$ cat src/rtl/obf_lut_seq_pkg.sv
// Shared definitions for the sequenced obfuscator substitution LUT: FSM states,
// instruction type codes, class-map field layout and the parity helper.
package obf_lut_seq_pkg;

    typedef enum logic [1:0] {
        ST_IDLE   = 2'd0,
        ST_LOOKUP = 2'd1,
        ST_EMIT   = 2'd2
    } state_e;

    localparam int INSN_TYPE_W = 3;
    localparam int PAYLOAD_W   = 13;

    localparam logic [INSN_TYPE_W-1:0] OBF_INSN_TYPE_ANY    = 3'd0;
    localparam logic [INSN_TYPE_W-1:0] OBF_INSN_TYPE_ALU    = 3'd1;
    localparam logic [INSN_TYPE_W-1:0] OBF_INSN_TYPE_LOAD   = 3'd2;
    localparam logic [INSN_TYPE_W-1:0] OBF_INSN_TYPE_STORE  = 3'd3;
    localparam logic [INSN_TYPE_W-1:0] OBF_INSN_TYPE_BRANCH = 3'd4;

    // Map word is {en, var_log2, len, start}; start is ADDR_W wide, at bit 0
    localparam int MAP_START_LSB = 0;
    localparam int MAP_LEN_W     = 3;
    localparam int MAP_VAR_W     = 2;

    localparam int LUT_DEFAULT_IDX = 0;

    function automatic logic even_parity(input logic [63:0] word);
        return ^word;
    endfunction

endpackage

$ cat src/rtl/obf_lut_ram.sv
// LUT storage with two combinational read ports and one write port.
// With OBF_LUT_SEQ_PARITY_EN defined, each word carries an even-parity bit.
module obf_lut_ram
    import obf_lut_seq_pkg::*;
#(
    parameter int DATA_W = 16,
    parameter int ADDR_W = 6
) (
    input  logic              clk,
    input  logic              we,
    input  logic [ADDR_W-1:0] waddr,
    input  logic [DATA_W-1:0] wdata,
    input  logic [ADDR_W-1:0] raddr0,
    input  logic [ADDR_W-1:0] raddr1,
    output logic [DATA_W-1:0] rdata0,
    output logic [DATA_W-1:0] rdata1
`ifdef OBF_LUT_SEQ_PARITY_EN
    ,
    output logic              rpar0,
    output logic [DATA_W-1:0] rdata_dflt
`endif
);
    localparam int DEPTH = 2**ADDR_W;

`ifdef OBF_LUT_SEQ_PARITY_EN
    logic [DATA_W:0] mem_r [DEPTH];

    // Word write with parity generated on the way in
    always_ff @(posedge clk) begin
        if (we) begin
            mem_r[waddr] <= {even_parity(64'(wdata)), wdata};
        end
    end

    assign rdata0     = mem_r[raddr0][DATA_W-1:0];
    assign rpar0      = mem_r[raddr0][DATA_W];
    assign rdata1     = mem_r[raddr1][DATA_W-1:0];
    assign rdata_dflt = mem_r[ADDR_W'(LUT_DEFAULT_IDX)][DATA_W-1:0];
`else
    logic [DATA_W-1:0] mem_r [DEPTH];

    // Word write; contents are not reset
    always_ff @(posedge clk) begin
        if (we) begin
            mem_r[waddr] <= wdata;
        end
    end

    assign rdata0 = mem_r[raddr0];
    assign rdata1 = mem_r[raddr1];
`endif

endmodule

$ cat src/rtl/obf_lut_seq.sv
// Sequenced obfuscator substitution LUT: class map -> key-selected variant -> streamed entries.
// Optional LUT parity checking with sticky par_err is enabled by OBF_LUT_SEQ_PARITY_EN.
module obf_lut_seq
    import obf_lut_seq_pkg::*;
#(
    parameter int IDX_W  = 8,
    parameter int KEY_W  = 8,
    parameter int OUT_W  = 16,
    parameter int ADDR_W = 6,
    parameter int MAP_W  = 4
) (
    input  logic              clk,
    input  logic              rst,
    input  logic              req_valid,
    output logic              req_ready,
    input  logic [IDX_W-1:0]  req_index,
    input  logic [KEY_W-1:0]  req_key,
    output logic              out_valid,
    input  logic              out_ready,
    output logic [OUT_W-1:0]  out_sub,
    output logic [OUT_W-1:0]  out_imm,
    output logic              out_last,
    input  logic              cfg_we,
    input  logic              cfg_sel,
    input  logic [ADDR_W-1:0] cfg_addr,
    input  logic [OUT_W-1:0]  cfg_wdata,
    output logic              busy,
    output logic              cfg_err
`ifdef OBF_LUT_SEQ_PARITY_EN
    ,
    output logic              par_err
`endif
);
    localparam int MAP_LEN_LSB = MAP_START_LSB + ADDR_W;
    localparam int MAP_VAR_LSB = MAP_LEN_LSB + MAP_LEN_W;
    localparam int MAP_EN_BIT  = MAP_VAR_LSB + MAP_VAR_W;
    localparam int MAP_DATA_W  = MAP_EN_BIT;
    localparam int MAP_DEPTH   = 2**MAP_W;
    localparam int VARIANT_W   = (1 << MAP_VAR_W) - 1;
    localparam int PROD_W      = VARIANT_W + MAP_LEN_W;

    localparam logic [MAP_LEN_W-1:0] LEN_ONE  = MAP_LEN_W'(1);
    localparam logic [ADDR_W-1:0]    ADDR_ONE = ADDR_W'(1);
    localparam logic [VARIANT_W:0]   VAR_ONE  = (VARIANT_W+1)'(1);

    state_e state_r, state_nx_s;

    logic [IDX_W-1:0]      index_r;
    logic [KEY_W-1:0]      key_r;
    logic [ADDR_W-1:0]     base_r;
    logic [MAP_LEN_W-1:0]  len_r;
    logic [MAP_LEN_W-1:0]  cnt_r;
    logic                  out_valid_r, out_last_r, busy_r, req_ready_r, cfg_err_r;
    logic [OUT_W-1:0]      out_sub_r, out_imm_r;

    logic [MAP_DATA_W-1:0] map_data_r [MAP_DEPTH];
    logic [MAP_DEPTH-1:0]  map_en_r;

    logic                  accept_s, load_s, cfg_ok_s, lut_we_s, map_we_s;
    logic [MAP_W-1:0]      map_idx_s;
    logic [MAP_DATA_W-1:0] map_word_s;
    logic [ADDR_W-1:0]     start_s, base_raw_s, base_s, rd_addr_s;
    logic [MAP_LEN_W-1:0]  len_s, len_eff_s, len_nx_s, cnt_nx_s;
    logic [MAP_VAR_W-1:0]  var_log2_s;
    logic [VARIANT_W:0]    mask_full_s;
    logic [VARIANT_W-1:0]  variant_s;
    logic [PROD_W-1:0]     prod_s;
    logic                  mapped_s, last_nx_s, last_s;
    logic [OUT_W-1:0]      rd_sub_s, rd_imm_s, sub_nx_s;
    logic                  unused_s;

    assign accept_s = (state_r == ST_IDLE) && req_valid && req_ready_r;
    assign cfg_ok_s = cfg_we && !busy_r && !accept_s;
    assign lut_we_s = cfg_ok_s && !cfg_sel;
    assign map_we_s = cfg_ok_s && cfg_sel;

    // Class-map decode and variant base address
    assign map_idx_s   = index_r[MAP_W-1:0];
    assign map_word_s  = map_data_r[map_idx_s];
    assign start_s     = map_word_s[MAP_START_LSB +: ADDR_W];
    assign len_s       = map_word_s[MAP_LEN_LSB +: MAP_LEN_W];
    assign var_log2_s  = map_word_s[MAP_VAR_LSB +: MAP_VAR_W];
    assign mask_full_s = (VAR_ONE << var_log2_s) - VAR_ONE;
    assign variant_s   = key_r[VARIANT_W-1:0] & mask_full_s[VARIANT_W-1:0];
    assign prod_s      = PROD_W'(variant_s) * PROD_W'(len_s);
    assign base_raw_s  = start_s + ADDR_W'(prod_s);
    assign mapped_s    = map_en_r[map_idx_s] && (len_s != {MAP_LEN_W{1'b0}});
    assign base_s      = mapped_s ? base_raw_s : ADDR_W'(LUT_DEFAULT_IDX);
    assign len_eff_s   = mapped_s ? len_s : LEN_ONE;

    assign unused_s = ^{index_r[IDX_W-1:MAP_W], key_r[KEY_W-1:VARIANT_W], mask_full_s[VARIANT_W]};

    // Address, count and last flag of the beat loaded at the next edge
    always_comb begin
        if (state_r == ST_LOOKUP) begin
            rd_addr_s = base_s;
            cnt_nx_s  = {MAP_LEN_W{1'b0}};
            len_nx_s  = len_eff_s;
        end else begin
            rd_addr_s = base_r + ADDR_W'(cnt_r) + ADDR_ONE;
            cnt_nx_s  = cnt_r + LEN_ONE;
            len_nx_s  = len_r;
        end
        last_nx_s = (cnt_nx_s == (len_nx_s - LEN_ONE));
    end

`ifdef OBF_LUT_SEQ_PARITY_EN
    logic             rd_par_s, par_bad_s, par_err_r;
    logic [OUT_W-1:0] rd_dflt_s;

    assign par_bad_s = (even_parity(64'(rd_sub_s)) != rd_par_s);
    assign par_err   = par_err_r;

    // A parity fault substitutes the default entry and ends the sequence
    always_comb begin
        if (par_bad_s) begin
            sub_nx_s = rd_dflt_s;
            last_s   = 1'b1;
        end else begin
            sub_nx_s = rd_sub_s;
            last_s   = last_nx_s;
        end
    end

    // Sticky parity error flag
    always_ff @(posedge clk or posedge rst) begin
        if (rst) begin
            par_err_r <= 1'b0;
        end else if (load_s && par_bad_s) begin
            par_err_r <= 1'b1;
        end
    end
`else
    assign sub_nx_s = rd_sub_s;
    assign last_s   = last_nx_s;
`endif

    obf_lut_ram #(
        .DATA_W (OUT_W),
        .ADDR_W (ADDR_W)
    ) u_ram (
        .clk        (clk),
        .we         (lut_we_s),
        .waddr      (cfg_addr),
        .wdata      (cfg_wdata),
        .raddr0     (rd_addr_s),
        .raddr1     (rd_addr_s + ADDR_ONE),
        .rdata0     (rd_sub_s),
        .rdata1     (rd_imm_s)
`ifdef OBF_LUT_SEQ_PARITY_EN
        ,
        .rpar0      (rd_par_s),
        .rdata_dflt (rd_dflt_s)
`endif
    );

    // FSM state register
    always_ff @(posedge clk or posedge rst) begin
        if (rst) begin
            state_r <= ST_IDLE;
        end else begin
            state_r <= state_nx_s;
        end
    end

    // FSM next state and beat-load strobe
    always_comb begin
        state_nx_s = state_r;
        load_s     = 1'b0;
        case (state_r)
            ST_IDLE: begin
                if (accept_s) begin
                    state_nx_s = ST_LOOKUP;
                end else begin
                    state_nx_s = ST_IDLE;
                end
            end
            ST_LOOKUP: begin
                load_s     = 1'b1;
                state_nx_s = ST_EMIT;
            end
            ST_EMIT: begin
                if (out_ready && out_last_r) begin
                    state_nx_s = ST_IDLE;
                end else if (out_ready) begin
                    load_s     = 1'b1;
                    state_nx_s = ST_EMIT;
                end else begin
                    state_nx_s = ST_EMIT;
                end
            end
            default: begin
                state_nx_s = ST_IDLE;
            end
        endcase
    end

    // Request capture, sequence bookkeeping and registered outputs
    always_ff @(posedge clk or posedge rst) begin
        if (rst) begin
            index_r     <= {IDX_W{1'b0}};
            key_r       <= {KEY_W{1'b0}};
            base_r      <= {ADDR_W{1'b0}};
            len_r       <= {MAP_LEN_W{1'b0}};
            cnt_r       <= {MAP_LEN_W{1'b0}};
            out_valid_r <= 1'b0;
            out_sub_r   <= {OUT_W{1'b0}};
            out_imm_r   <= {OUT_W{1'b0}};
            out_last_r  <= 1'b0;
            busy_r      <= 1'b0;
            req_ready_r <= 1'b1;
            cfg_err_r   <= 1'b0;
        end else begin
            if (accept_s) begin
                index_r <= req_index;
                key_r   <= req_key;
            end
            if (state_r == ST_LOOKUP) begin
                base_r <= base_s;
                len_r  <= len_eff_s;
            end
            if (load_s) begin
                cnt_r      <= cnt_nx_s;
                out_sub_r  <= sub_nx_s;
                out_imm_r  <= rd_imm_s;
                out_last_r <= last_s;
            end
            out_valid_r <= (state_nx_s == ST_EMIT);
            busy_r      <= (state_nx_s != ST_IDLE);
            req_ready_r <= (state_nx_s == ST_IDLE);
            cfg_err_r   <= cfg_we && (busy_r || accept_s);
        end
    end

    // Class-map enables; cleared by reset so every class starts unmapped
    always_ff @(posedge clk or posedge rst) begin
        if (rst) begin
            map_en_r <= {MAP_DEPTH{1'b0}};
        end else if (map_we_s) begin
            map_en_r[cfg_addr[MAP_W-1:0]] <= cfg_wdata[MAP_EN_BIT];
        end
    end

    // Class-map fields; meaningless while the enable is clear, so not reset
    always_ff @(posedge clk) begin
        if (map_we_s) begin
            map_data_r[cfg_addr[MAP_W-1:0]] <= cfg_wdata[MAP_DATA_W-1:0];
        end
    end

    assign req_ready = req_ready_r;
    assign out_valid = out_valid_r;
    assign out_sub   = out_sub_r;
    assign out_imm   = out_imm_r;
    assign out_last  = out_last_r;
    assign busy      = busy_r;
    assign cfg_err   = cfg_err_r;

endmodule

$ cat config.mk
export PLATFORM = sky130hd
export DESIGN_NAME = obf_lut_seq
export DESIGN_NICKNAME = d
export VERILOG_FILES = /design/src/rtl/obf_lut_seq_pkg.sv /design/src/rtl/obf_lut_ram.sv /design/src/rtl/obf_lut_seq.sv
export SDC_FILE = /design/constraint.sdc
export NUM_CORES = 2
export LEC_CHECK = 0
export CAP_MARGIN = 10
export CORE_ASPECT_RATIO = 2
export CORE_MARGIN = 1.5
export CORE_UTILIZATION = 57
export DETAILED_ROUTE_END_ITERATION = 8
export PLACE_DENSITY_LB_ADDON = 0.2
export REMOVE_ABC_BUFFERS = 1
export SLEW_MARGIN = 20
export SYNTH_ARGS = -nofsm -noshare
export SYNTH_HDL_FRONTEND = slang
export SYNTH_SLANG_ARGS = --single-unit
$ cat constraint.sdc
create_clock -name clk -period 7.1 [get_ports clk]
set_input_delay 1.42 -clock clk [delete_from_list [all_inputs] [get_ports clk]]
set_output_delay 1.42 -clock clk [all_outputs]
set_load 0.01 [all_outputs]
After elaboration in Yosys (flattened, before gate mapping)
Memories as Yosys holds them, arrays and structs flattened. A register that Yosys moved wholly into a read port is not among the register bits.
Index checks and enable logic that the tools add are counted.
Widths: inputs -> output; s select.
{"block": "word_totals", "regBits": 42, "mem_bits_rw": 1200, "inputBits": 44, "out_inout_bits": 37, "wordCells": 69, "n_memories": 2}
{"memory": "u_ram.mem_r", "words": 64, "width": 16, "read_ports": 2, "rd_ports_with_merged_regs": 2, "write_ports": 1, "line": "obf_lut_ram.sv:40", "source": "logic [DATA_W-1:0] mem_r [DEPTH];"}
{"memory": "map_data_r", "words": 16, "width": 11, "read_ports": 1, "rd_ports_with_merged_regs": 0, "write_ports": 1, "line": "obf_lut_seq.sv:56", "source": "logic [MAP_DATA_W-1:0] map_data_r [MAP_DEPTH];"}
{"block": "classes", "n_addsub": 7, "mul": 1, "magnitude_cmp": 3, "n_eq_ne": 4, "shift": 1, "mux": 20, "bitwise": 1, "n_reduce_logical": 18}
{"op": "$bwmux 16", "n": 1}
{"op": "$add 6x1->6 const B", "n": 2}
{"op": "$mux 6", "n": 2}
{"op": "$logic_and 1x1->1", "n": 10}
{"op": "$lt 4x5->1 const B", "n": 2}
{"op": "$mux 1", "n": 9}
{"op": "$mux 3", "n": 3}
{"op": "$add 6x3->6", "n": 1}
{"op": "$add 6x6->6", "n": 1}
{"op": "$mul 3x3->6", "n": 1}
{"op": "$pmux 2 s3", "n": 1}
{"op": "$sub 3x1->3 const B", "n": 2}
{"op": "$bmux 1 s4", "n": 1}
{"op": "$demux 1 s4", "n": 1}
{"op": "$eq 2x2->1 const B", "n": 2}
{"op": "$ge 4x1->1 const B", "n": 1}
{"op": "$logic_not 2->1", "n": 2}
{"op": "$add 3x1->3 const B", "n": 1}
{"op": "$and 3x3->3", "n": 1}
{"op": "$eq 3x3->1", "n": 1}
{"op": "$logic_not 1->1", "n": 3}
{"op": "$reduce_bool 3->1", "n": 1}
{"op": "$shl 1x2->3 const A", "n": 1}
{"op": "$eq 2x1->1 const B", "n": 1}
{"op": "other kinds (4)", "n": 4}

Longest topological paths before layout
An unclocked memory read counts as a cell.
{"block": "depth", "word_depth": 9, "mapped_depth": 27}

Modules after synthesis
From an unflattened synthesis, not the netlist that was laid out.
{"block": "unflattened", "hier_cells": 3154, "hier_area_um2": 58717.6}
{"mod": "obf_lut_ram", "instances": 1, "cells_per_inst": 2550, "area_each_um2": 48196.2, "seq_area_each_um2": 30749.5}
{"mod": "obf_lut_seq", "instances": 1, "cells_per_inst": 604, "area_each_um2": 10521.3, "seq_area_each_um2": 7138.1}

Worst setup path before layout
OpenSTA, ideal clock, no wires.
{"block": "synth_path", "path_type": "register -> register", "from": "reg index_r[0]", "to": "reg out_imm_r[6] (netlist: out_imm[6]), read port of u_ram.mem_r", "arrival_ns": 6.613, "required_ns": 6.971, "path_slack_ns": 0.357, "stages_incl_launch_ff": 27, "cell_sequence": "dfrtp_1 -> buf_6 -> buf_6 -> buf_1 -> mux4_2 -> mux4_2 -> o21ai_0 -> nor2b_1 -> ha_1 -> ha_1 -> ha_1 -> nand2_1 -> a21o_1 -> o31a_2 -> inv_2 -> buf_4 -> buf_2 -> buf_1 -> ha_1 -> clkbuf_1 -> clkbuf_1 -> clkbuf_1 -> mux4_2 -> mux2i_1 -> mux2i_1 -> o2111ai_1 -> nand3_1"}
{"block": "synth_between", "elab_chain_len": 9, "word_cells_on_any_way": 13}
{"element": "start, declared", "line": "obf_lut_seq.sv:48", "source": "logic [IDX_W-1:0] index_r;"}
{"element": "start signal, assigned", "line": "obf_lut_seq.sv:201", "source": "index_r <= {IDX_W{1'b0}};"}
{"element": "start signal, assigned", "line": "obf_lut_seq.sv:215", "source": "index_r <= req_index;"}
{"element": "$mem_v2 16x11"}
{"element": "$shl 1x2->3", "line": "obf_lut_seq.sv:83", "source": "assign mask_full_s = (VAR_ONE << var_log2_s) - VAR_ONE;"}
{"element": "$sub 3x1->3", "line": "obf_lut_seq.sv:83"}
{"element": "$and 3x3->3", "line": "obf_lut_seq.sv:84", "source": "assign variant_s = key_r[VARIANT_W-1:0] & mask_full_s[VARIANT_W-1:0];"}
{"element": "$mul 3x3->6", "line": "obf_lut_seq.sv:85", "source": "assign prod_s = PROD_W'(variant_s) * PROD_W'(len_s);"}
{"element": "$add 6x6->6", "line": "obf_lut_seq.sv:86", "source": "assign base_raw_s = start_s + ADDR_W'(prod_s);"}
{"element": "$mux 6 *", "line": "obf_lut_seq.sv:88", "source": "assign base_s = mapped_s ? base_raw_s : ADDR_W'(LUT_DEFAULT_IDX);"}
{"element": "$mux 6 *", "line": "obf_lut_seq.sv:95", "source": "if (state_r == ST_LOOKUP) begin"}
{"element": "$add 6x1->6 *", "line": "obf_lut_seq.sv:147", "source": ".raddr1 (rd_addr_s + ADDR_ONE),"}
{"element": "end, declared", "line": "obf_lut_seq.sv:54", "source": "logic [OUT_W-1:0] out_sub_r, out_imm_r;"}
Mark *: on every way between the ends. The rest lies on a longest branch, timed or not. The select of a mux whose other input is x is not followed.
A chain may end at the register's enable or synchronous reset.

Worst setup path after layout
{"block": "layout_path", "from": "reg index_r[0]", "to": "reg out_sub_r[0] (netlist: out_sub[0]), read port of u_ram.mem_r"}
{"block": "layout_between", "elab_chain_len": 8, "word_cells_on_any_way": 12}
{"element": "$mem_v2 16x11"}
{"element": "$shl 1x2->3", "line": "obf_lut_seq.sv:83"}
{"element": "$sub 3x1->3", "line": "obf_lut_seq.sv:83"}
{"element": "$and 3x3->3", "line": "obf_lut_seq.sv:84"}
{"element": "$mul 3x3->6", "line": "obf_lut_seq.sv:85"}
{"element": "$add 6x6->6", "line": "obf_lut_seq.sv:86"}
{"element": "$mux 6 *", "line": "obf_lut_seq.sv:88"}
{"element": "$mux 6 *", "line": "obf_lut_seq.sv:95"}
{"element": "end, declared", "line": "obf_lut_seq.sv:54"}
Marked as above.

==> implementation parameters <==
Parameter                              Value

Global route
  Overall overflow remaining after global route ... 0
  First-pass GRT wire length ... 267000 µm
  Number of global-route vias before repair ... about 40000
  Pin count of the biggest net entering global routing ... 120
  Number of antenna violations at the first check in global routing ... 5
  Combined global-route utilization of all metal layers ... 35.5%

Final layout
  Net count of the finished layout ... about 4500
  Final core utilization ... around 64%
  Final Non-Filler Cells ... just under 6000
  Fraction of final layout cells with drive strength greater than 1 ... between 10% and 20%
  Area added between synthesis and finish ... 11.7%

Die
  Effective utilization at floorplan ... between 50% and 60%
  Vertical die dimension ... ~460 µm
  Die outline area ... 107000 µm²
  Std-Cell Rows ... 167
  IO Count ... between 80 and 90
  Placeable core region ... between 100000 and 150000 µm²
  Die extent in x ... 232 µm

Clocking
  Htree depth ... 3
  Total number of clock tree sinks ... roughly 1300
  Later-pin clock latency in the skew report ... 0.74 ns
  PostCTS Resize Cnt ... 0
  Number of buffers created by CTS ... approximately 100
  CTS Root Buffer Type ... clkbuf_16
  Post CTS Setup Buffer Count ... 0
  Clock-pin slew on the worst setup and hold paths ... 0.07 ns
  CTS Hold Buffers Added ... 0
  Deepest clock path buffer count ... 3
  Clock tree from TritonCTS ... built

Synth
  Share of cell area taken by muxes after synthesis ... 15.1%
  Netlist area before placement ... between 50000 and 60000 µm²
  Synth cell types ... 76
  Top_reg_cell synth ... edfxtp_1
  Synthesized area per cell ... roughly 14 µm²
  Sequential element share of the synthesized area ... a little under two thirds
  Dominant cell type by area after synthesis ... edfxtp_1
  Adder and majority gate portion of the synthesized area ... 0.558%
  Area fraction of the dominant cell type after synthesis ... 60.4%
  Number of flops mapped to enable cells by yosys ... 1200
  FFs w/ async S/R, synth ... 5.81%
  Dominant combinational cell family by area after synthesis ... multiplexers
  Compound-gate portion of the synthesized area ... under 10%
  Gate count after technology mapping ... approximately 4300
  Top area cells in the synthesized netlist ... edfxtp_1 (60%), mux4_2 (12%), nand2_1 (6.7%)
  Basic-gate share of the synthesized area counting and, or, nand and nor cells ... ~11%
  XOR/XNOR Fraction of Synth Area ... less than 1%
  Flip-flop and latch count after synthesis ... about 1300
  Warnings from Yosys ... 0
  Most frequently used cell type in the post-synthesis netlist ... edfxtp_1
  Leading post-synthesis cells by instance count ... edfxtp_1 (1200), nand2_1 (1065), mux4_2 (322)

Setup path
  Ordered list of cells on the worst path ... mux4_2 -> mux4_2 -> o21ai_0 -> nand2b_1 -> fa_1 -> fa_1 -> fa_1 -> nand3b_1 -> a21oi_1 -> and3_1 -> nor2_4 -> buf_12 -> buf_12 -> a21oi_1 -> a2111oi_0 -> buf_4 -> o31a_1 -> a31oi_1
  Buffers plus inverters on the worst setup path ... 3
  Worst Path Arrival ... between 7 and 8 ns
  Max stage delay cell, worst path ... a2111oi_0
  Cell seen most often among critical-path stages ... fa_1
  Type of element launching the critical path ... flip-flop
  Gate family responsible for the most delay along the worst path ... compound AO/OA/AOI/OAI gates
  Startpoint-to-endpoint class of the critical path ... flip-flop to flip-flop
  Largest driver fanout on the critical path ... 38
  Slowest Stage Delay on Critical Path ... about 1.1 ns
  Required arrival time at the worst endpoint ... 7.68 ns
  Worst setup EP type ... flip-flop

Timing
  Worst hold slack across all endpoints ... around 0.5 ns
  Number of setup violations in the final report ... 0
  Worst Max-Slew Pin Slew ... 1.26 ns
  Normalized max-slew margin ... 14.0%
  Final cycle utilization of the critical path ... 97.1%
  Number of pins exceeding their max-slew limit in the final report ... 0
  Sum of negative setup slack ... 0 ns
  F_max ... 145 MHz
  Final count of hold timing violations ... 0
  Post-layout minimum cycle time ... roughly 6.9 ns
  Clk_skew ... about 0.023 ns
  RSZ-0062 raised after global routing ... no

Placed design
  Half-perimeter wire length of the detailed placement result ... 121000 µm
  Placed Instances ... about 5700
  Count of input and output buffers ... 71
  GP Congestion ... 0.968

Run status
  Run status ... completed

Detailed routing
  Routed Antenna Nets ... 0
  Post-detailed-route via-to-cell ratio ... 6.85
  Detailed-route wire length ... between 150000 and 200000 µm
  DR vias ... approximately 40000
  First-pass iteration count of the detailed router ... 6
  DR DRC count ... 0
  DRC marker count from the first detailed-route iteration ... between 4000 and 5000
  WL per Instance ... approximately 32 µm

Flow run
  Max-Cap Viols ... 0

Worst hold path
  Hold Crit Class ... flip-flop to flip-flop
-- final timing paths --
kind	slack [ns]	startpoint	end	cells past startpoint
hold / removal	0.50	base_r[5]	base_r[5]	2
min in group asynchronous	1.11	rst	key_r[1]	2
setup / recovery	0.20	index_r[0]	out_sub[0]	18
setup reg to reg	0.20	index_r[0]	out_sub[0]	18
hold reg to reg	0.50	base_r[5]	base_r[5]	2
max in group asynchronous	4.78	rst	index_r[1]	3
-- stage by stage --
stage	setup WS, ns	area, µm²
3_3_place_gp	0.396	63100
3_5_place_dp	0.333	63100
6_report	0.205	66600
5_1_grt	0.102	66600
4_1_cts	0.307	66600
2_1_floorplan	-35.24	58100
-- worst register-to-register path, delay by kind of cell, from the launching register on --
kind | cells | cell delay, ns
AO/OA/AOI/OAI | 6 | 1.84
adder cells (fa/ha/maj) | 3 | 1.57
buffers and inverters | 3 | 0.69
flip-flops | 1 | 0.79
multiplexers | 2 | 1.15
AND/OR/NAND/NOR | 4 | 0.71
-- cell type report --
class / instances / area, µm²
flip-flops and latches: 1274 / 37900
fillers: 7665 / 37000
multi-input cells: 2697 / 20300
repair buffers: 332 / 3060
clock buffers: 135 / 2860
well taps: 1352 / 1690
clock inverters: 60 / 646
inverters: 35 / 146
diodes: 3 / 7.51
-- cell usage in the layout, fill, tap and decap left out, types with 16 or more instances in the layout --
master,netlist,final
nor2_4,0,21
nand2_1,1065,1065
mux2_2,27,27
nand3_1,246,246
clkdlybuf4s50_1,0,55
o21ai_0,92,91
dfrtp_1,73,71
edfxtp_1,1200,1200
and3_1,50,50
a2111oi_0,47,46
buf_2,82,16
inv_1,33,32
clkbuf_16,0,107
buf_12,1,37
nand4_1,30,30
a31oi_1,62,62
o31ai_1,33,33
buf_4,31,223
clkbuf_1,163,20
o22ai_1,18,18
nor2_1,119,66
nor2_2,0,32
mux4_2,322,322
clkinv_2,0,23
ha_1,17,16
a21oi_1,181,180
a211oi_1,60,60
mux2i_1,140,140
-- cell families (layout without fill, tap and decap cells) --
logic type                 Yosys count  in the layout
AOI/OAI and AO/OA                  606            606
buffers and inverters              353            562
DFF                               1274           1274
adders and majority gates           23             23
and+or+nand+nor                   1563           1563
muxes                              491            491
other                                0              3
xor gates and xnor gates            14             14
-- registers in the layout, summed over array words and instances, names as in the netlist --
signal	flops
base_r	6
cfg_err	1
len_r	3
state_r	2
map_en_r	16
index_r	4
cnt_r	3
out_sub	16
out_valid	1
req_ready	1
u_ram.mem_r	1024
key_r	3
map_data_r	176
busy	1
out_last	1
out_imm	16
-- metal layers --
metal	global-route usage [%]	wire length [µm]	part of all wire (%)
met1	39.2	59400	32
met2	60.4	95200	51
met3	5.19	14800	7.9
met4	29.6	18000	9.6
met5	0	13	0.0069
Power is not shown: default switching activity piles up to over one toggle a cycle in this logic, so the estimate is an artifact.
